### src/rtl/clk_div_sched_pkg.sv
// Shared constants and types for the two-channel clock-enable scheduler.
// Channel select encoding and config FSM states live here.
package clk_div_sched_pkg;

    localparam int unsigned CNT_W_DEF = 26;

    localparam logic CH_A = 1'b0;
    localparam logic CH_B = 1'b1;

    typedef enum logic {
        IDLE = 1'b0,
        PEND = 1'b1
    } cfg_state_e;

endpackage

### src/rtl/clk_div_sched_if.sv
// Valid/ready config port used to retarget one divider at a time.
// The master drives a request; the scheduler answers with cfg_ready.
interface clk_div_sched_if
    import clk_div_sched_pkg::*;
#(
    parameter int unsigned CNT_W = CNT_W_DEF
) ();

    logic             cfg_valid;
    logic             cfg_ready;
    logic             cfg_sel;
    logic [CNT_W-1:0] cfg_div;

    modport master (
        output cfg_valid,
        output cfg_sel,
        output cfg_div,
        input  cfg_ready
    );

    modport slave (
        input  cfg_valid,
        input  cfg_sel,
        input  cfg_div,
        output cfg_ready
    );

endinterface

### src/rtl/clk_div_sched_div_channel.sv
// One divider channel: counter, registered tick and 50% square wave.
// A new divide value lands only at terminal count, or at once via force_clr.
module clk_div_sched_div_channel
    import clk_div_sched_pkg::*;
#(
    parameter int unsigned CNT_W   = CNT_W_DEF,
    parameter int unsigned DEF_DIV = 1
) (
    input  logic             clk,
    input  logic             rst,
    input  logic             en_i,
    input  logic             load_i,
    input  logic             force_clr_i,
    input  logic [CNT_W-1:0] load_div_i,
    output logic             term_o,
    output logic             tick_o,
    output logic             sq_o
);

    logic [CNT_W-1:0] cnt_q, cnt_d;
    logic [CNT_W-1:0] div_q, div_d;
    logic             tick_q, tick_d;
    logic             sq_q, sq_d;

    assign term_o = (cnt_q == div_q);
    assign tick_o = tick_q;
    assign sq_o   = sq_q;

    always_comb begin
        cnt_d  = cnt_q;
        div_d  = div_q;
        tick_d = 1'b0;
        sq_d   = sq_q;
        if (force_clr_i) begin
            cnt_d = '0;
            div_d = load_div_i;
        end else if (en_i) begin
            if (term_o) begin
                cnt_d  = '0;
                tick_d = 1'b1;
                sq_d   = ~sq_q;
                // Retarget only on the boundary so the wave never glitches
                if (load_i) div_d = load_div_i;
            end else begin
                cnt_d = cnt_q + 1'b1;
            end
        end
    end

    always_ff @(posedge clk) begin
        if (rst) begin
            cnt_q  <= '0;
            div_q  <= CNT_W'(DEF_DIV);
            tick_q <= 1'b0;
            sq_q   <= 1'b0;
        end else begin
            cnt_q  <= cnt_d;
            div_q  <= div_d;
            tick_q <= tick_d;
            sq_q   <= sq_d;
        end
    end

endmodule

### src/rtl/clk_div_sched.sv
// Two-channel programmable clock-enable scheduler (A slow, B fast).
// Holds the config FSM and the pending request register.
module clk_div_sched
    import clk_div_sched_pkg::*;
#(
    parameter int unsigned CNT_W     = CNT_W_DEF,
    parameter int unsigned DEF_DIV_A = 25_000_000,
    parameter int unsigned DEF_DIV_B = 32
) (
    input  logic            clk,
    input  logic            rst,
    input  logic            en,
    clk_div_sched_if.slave  cfg,
    output logic            tick_a,
    output logic            tick_b,
    output logic            sq_a,
    output logic            sq_b,
    output logic            busy
);

    cfg_state_e       state_q;
    logic             sel_q;
    logic [CNT_W-1:0] pdiv_q;
    logic             ready_q;
    logic             busy_q;

    logic term_a, term_b;
    logic sel_term, apply;
    logic pend_a, pend_b;

    assign pend_a   = (state_q == PEND) && (sel_q == CH_A);
    assign pend_b   = (state_q == PEND) && (sel_q == CH_B);
    assign sel_term = (sel_q == CH_B) ? term_b : term_a;
    assign apply    = (state_q == PEND) && (!en || sel_term);

    assign cfg.cfg_ready = ready_q;
    assign busy          = busy_q;

    always_ff @(posedge clk) begin
        if (rst) begin
            state_q <= IDLE;
            sel_q   <= CH_A;
            pdiv_q  <= '0;
            ready_q <= 1'b1;
            busy_q  <= 1'b0;
        end else begin
            unique case (state_q)
                IDLE: if (cfg.cfg_valid && ready_q) begin
                    sel_q   <= cfg.cfg_sel;
                    pdiv_q  <= cfg.cfg_div;
                    state_q <= PEND;
                    ready_q <= 1'b0;
                    busy_q  <= 1'b1;
                end
                PEND: if (apply) begin
                    state_q <= IDLE;
                    ready_q <= 1'b1;
                    busy_q  <= 1'b0;
                end
            endcase
        end
    end

    clk_div_sched_div_channel #(
        .CNT_W   (CNT_W),
        .DEF_DIV (DEF_DIV_A)
    ) u_ch_a (
        .clk         (clk),
        .rst         (rst),
        .en_i        (en),
        .load_i      (pend_a),
        .force_clr_i (pend_a && !en),
        .load_div_i  (pdiv_q),
        .term_o      (term_a),
        .tick_o      (tick_a),
        .sq_o        (sq_a)
    );

    clk_div_sched_div_channel #(
        .CNT_W   (CNT_W),
        .DEF_DIV (DEF_DIV_B)
    ) u_ch_b (
        .clk         (clk),
        .rst         (rst),
        .en_i        (en),
        .load_i      (pend_b),
        .force_clr_i (pend_b && !en),
        .load_div_i  (pdiv_q),
        .term_o      (term_b),
        .tick_o      (tick_b),
        .sq_o        (sq_b)
    );

endmodule

### src/flat_wrapper.sv
// flat-port wrapper written by rule: the top's interface ports become plain ports
module clk_div_sched_flat import clk_div_sched_pkg::*;
#(
    parameter int unsigned CNT_W     = CNT_W_DEF,
    parameter int unsigned DEF_DIV_A = 25_000_000,
    parameter int unsigned DEF_DIV_B = 32
)
  (clk, rst, en, tick_a, tick_b, sq_a, sq_b, busy, cfg_cfg_valid, cfg_cfg_sel, cfg_cfg_div, cfg_cfg_ready);
  clk_div_sched_if #(.CNT_W(CNT_W)) cfg_i ();
  input  logic clk;
  input  logic rst;
  input  logic en;
  output logic tick_a;
  output logic tick_b;
  output logic sq_a;
  output logic sq_b;
  output logic busy;
  input wire logic [$bits(cfg_i.cfg_valid)-1:0] cfg_cfg_valid;
  input wire logic [$bits(cfg_i.cfg_sel)-1:0] cfg_cfg_sel;
  input wire logic [$bits(cfg_i.cfg_div)-1:0] cfg_cfg_div;
  output wire logic [$bits(cfg_i.cfg_ready)-1:0] cfg_cfg_ready;
  assign cfg_i.cfg_valid = cfg_cfg_valid;
  assign cfg_i.cfg_sel = cfg_cfg_sel;
  assign cfg_i.cfg_div = cfg_cfg_div;
  assign cfg_cfg_ready = cfg_i.cfg_ready;
  clk_div_sched #(.CNT_W(CNT_W), .DEF_DIV_A(DEF_DIV_A), .DEF_DIV_B(DEF_DIV_B)) u_core (.clk(clk), .rst(rst), .en(en), .cfg(cfg_i), .tick_a(tick_a), .tick_b(tick_b), .sq_a(sq_a), .sq_b(sq_b), .busy(busy));
endmodule
### config.mk
export PLATFORM = sky130hd
export DESIGN_NAME = clk_div_sched_flat
export DESIGN_NICKNAME = d
export VERILOG_FILES = /design/src/rtl/clk_div_sched_pkg.sv /design/src/rtl/clk_div_sched_if.sv /design/src/rtl/clk_div_sched_div_channel.sv /design/src/rtl/clk_div_sched.sv /design/src/flat_wrapper.sv
export SDC_FILE = /design/constraint.sdc
export NUM_CORES = 1
export LEC_CHECK = 0
export BUFFER_PORTS_ARGS = -buffer_cell sky130_fd_sc_hd__clkbuf_2
export CORE_UTILIZATION = 30
export DETAILED_ROUTE_END_ITERATION = 10
export PLACE_DENSITY = 0.44
export SYNTH_ARGS = -nofsm -noshare
export SYNTH_HDL_FRONTEND = slang
export SYNTH_SLANG_ARGS = --single-unit
### constraint.sdc
create_clock -name clk -period 3.8 [get_ports clk]
set_clock_uncertainty 0.15 [all_clocks]
set_input_delay 0.57 -clock clk [delete_from_list [all_inputs] [get_ports clk]]
set_output_delay 0.57 -clock clk [all_outputs]
set_load 0.01 [all_outputs]
==> impl_metrics.toml <==
[synth]
synthCells = 728
synth_edf_count = 0
netlist_top_cells_area = "dfxtp_1 (42%), xor2_1 (9.8%), mux2i_1 (8.0%)"
synth_top_area_share_pct = 42.48
avgSynthCellArea_um2 = 8.934
syn-num-nets = 761
yosys_warnings = 0
yosysMostFrequentCell = "dfxtp_1"
synth_common_cells = "dfxtp_1 (138), nor2_1 (98), nand2_1 (73), xor2_1 (73), nand2b_1 (68)"
syn_area_um2 = 6504
yosysSeqAreaShare_pct = 42.48
ys.flop_type = "dfxtp_1"
synth.distinct_cells = 43
ys_seq_elements = 138
synthArstFlopShare_pct = 0
yosys.area.top_type = "dfxtp_1"

[critical_path]
reg2reg_to = "u_core.u_ch_a.div_q[21]"
crit_fanout = 26
rrSetupSlack_ps = 1270
path_buf_inv = 1
cp_data_required_time_ps = 4000
crit_arrival_ps = 2730
reg2reg_depth = 6
worstSetupPathType = "reg2reg"
cp_slowest_cell = "nor4_1"
r2r-start = "u_core.u_ch_a.div_q[21]"
critPathLaunchType = "register"
slowest_delay_ps = 540
critPathCapture = "u_core.u_ch_a.div_q[21]"
crit_family = "simple AND/OR/NAND/NOR gates"
path_cells = "xor2_1 > nor4_1 > nand4_2 > o22ai_4 > buf_4 > mux2i_1"
crit_path_start = "u_core.u_ch_a.div_q[21]"
cp.depth = 6
end_kind = "register"

[cts]
post_cts_buffers = 0
cts_buffer_depth = 2
cts_hold_buf = 0
clock_latency_ps = 430
cts_num_sinks = 138
cts_tree = "yes"
htreeDepth = 4
cts_buffers = 17
cts_resized = 0
root_buffer = "clkbuf_16"
clk_pin_slew_ps = 60

[routing]
wire_per_inst_um = 14.79
m1WireLength_um = 7735
vias = 4782
drt_wl_total_um = 15330
top_layer = "met4"
drt_iter0_markers = 244
drt_first_pass_iters = 4
met2_length_um = 6931
drc = 0
ant_nets = 0
via_per_inst = 4.611
met3_length_um = 405

[timing]
rsz0062_at_grt = "no"
hold_ws_ps = 202.8
period_minus_slack_ps = 2527
finalSetupViolCount = 0
finalWorstSetupSlack_ps = 1273
tns_ps = 0
report.final.slew_viol_count = 0
finalHoldViolCount = 0
fin_crit_sh_pct = 66.50
fmax_mhz = 395.7
maxSlewHeadroom_pct = 27.70
worst_slew_pin_slew_ps = 1076

[global_route]
grt_pass1_vias = 4852
grt_start_max_net_pins = 70
grt_pass1_wl_um = 25460
antenna_found_initial = 0
gr-total-overflow = 0
grt_usage_pct = 14.96

[floorplan]
dieArea_um2 = 22270
initial_core_util_pct = 30.74
std_cell_rows = 53
chipWidth_um = 149.2
ios = 37
die_height_um = 149.2
core_region_area_um2 = 21150

[place]
port_buffers = 36
dp_slack_ps = 1309
placed_cell_area_um2 = 6860
gp_congestion = 0.7703
dp_hpwl_um = 10940

[power_and_ir_drop]
p_leak_nw = 2.855
power_density_nw_per_um2 = 462.2
ir_drop_v = 0.0002539

[finish]
n_fill_cell = 2174
diodes = 0
stdcell_area_um2 = 7470
nets = 782
syn_to_final_growth_pct = 14.85
layout-drive-gt1-share_pct = 12.34

[status]
status = "complete, no violations"

[min_path]
hold_class = "in2reg"

[job]
drv_cap = 0
layout make-up:
class / instances / area [um^2] / share of cell area, %
Multi-Input combinational cell: 535 / 3470 / 46.45
Sequential cell: 138 / 2763 / 36.98
Clock buffer: 18 / 439.2 / 5.879
Tap cell: 275 / 344.1 / 4.606
Timing Repair Buffer: 42 / 227.7 / 3.049
Clock inverter: 14 / 170.2 / 2.278
Inverter: 15 / 56.30 / 0.7538
layer usage:
layer  GRT usage (%)  vias to the layer above
met4           6.276                        0
met5               0                        -
met1           19.65                     2243
li1                -                     2462
met3           3.028                       18
met2           23.74                       59
worst reg2reg max path: stages, from the launching register on:
cell and delay (ps):
dfxtp_1 330, xor2_1 160, nor4_1 540, nand4_2 380, o22ai_4 200, buf_4 420, mux2i_1 270
kinds of logic (layout without fill, tap and decap cells):
family | after synthesis | count (layout) | share of synthesized area (%)
and+or+nand+nor | 328 | 328 | 26.16
adders and majority gates | 2 | 2 | 0.3847
buffers and inverters | 55 | 89 | 4.290
muxes | 52 | 52 | 8.003
xor gates and xnor gates | 100 | 100 | 13.47
DFF | 138 | 138 | 42.48
AOI/OAI and AO/OA | 53 | 53 | 5.213
stage by stage:
stage	power, mW	utilization, %	instances
floorplan	1.694	-	728
global placement	1.756	32.43	1005
detailed placement	1.761	32.43	1005
CTS	3.495	35.31	1037
global route	3.584	35.31	1037
finish	3.452	35.31	1037
report_power, final:
part	internal [mW]	switching [mW]	leakage (nW)
Clock	1.05	0.676	0.289
Sequential	1.49	0.0338	1.12
Combinational	0.0822	0.123	1.45
registers in the layout, indices dropped and copies added, names as in the netlist:
signal / count
u_core.u_ch_b.div_q: 26
u_core.u_ch_a.div_q: 26
u_core.cfg.cfg_ready: 1
u_core.busy: 1
u_core.u_ch_a.tick_o: 1
u_core.u_ch_b.sq_o: 1
u_core.u_ch_b.cnt_q: 26
u_core.u_ch_a.sq_o: 1
u_core.u_ch_b.tick_o: 1
u_core.state_q: 1
u_core.sel_q: 1
u_core.u_ch_a.cnt_q: 26
u_core.pdiv_q: 26
cell usage in the layout (no fill, tap or decap), types with 3 or more instances in the layout:
cell type / netlist / routed
xor2_1: 73 / 73
inv_6: 0 / 3
nand3_1: 15 / 15
a21oi_1: 36 / 36
or2_2: 3 / 3
nor4_2: 8 / 8
and4_1: 6 / 6
buf_4: 6 / 7
nor3_1: 10 / 10
clkbuf_2: 0 / 35
dfxtp_1: 138 / 138
and3_1: 5 / 5
clkinv_2: 0 / 3
nand4_1: 20 / 20
nand2_1: 73 / 73
o221ai_1: 3 / 3
nor4_1: 8 / 8
xnor2_1: 27 / 27
o21ai_0: 3 / 3
bufinv_16: 0 / 3
mux2i_1: 52 / 52
nor2_1: 98 / 98
clkinvlp_4: 0 / 4
nand2b_1: 68 / 68
inv_1: 15 / 15
clkbuf_16: 0 / 17
worst min-delay path by stage:
stage | start | end | cells after the start
floorplan | u_core.pdiv_q[0] | u_core.pdiv_q[0] | 2
global placement | u_core.pdiv_q[3] | u_core.pdiv_q[3] | 2
detailed placement | u_core.pdiv_q[9] | u_core.pdiv_q[9] | 2
CTS | cfg_cfg_div[14] | u_core.pdiv_q[14] | 3
global route | cfg_cfg_div[18] | u_core.pdiv_q[18] | 3
finish | cfg_cfg_div[14] | u_core.pdiv_q[14] | 3
Note: power is estimated with default switching activity, not from simulation.
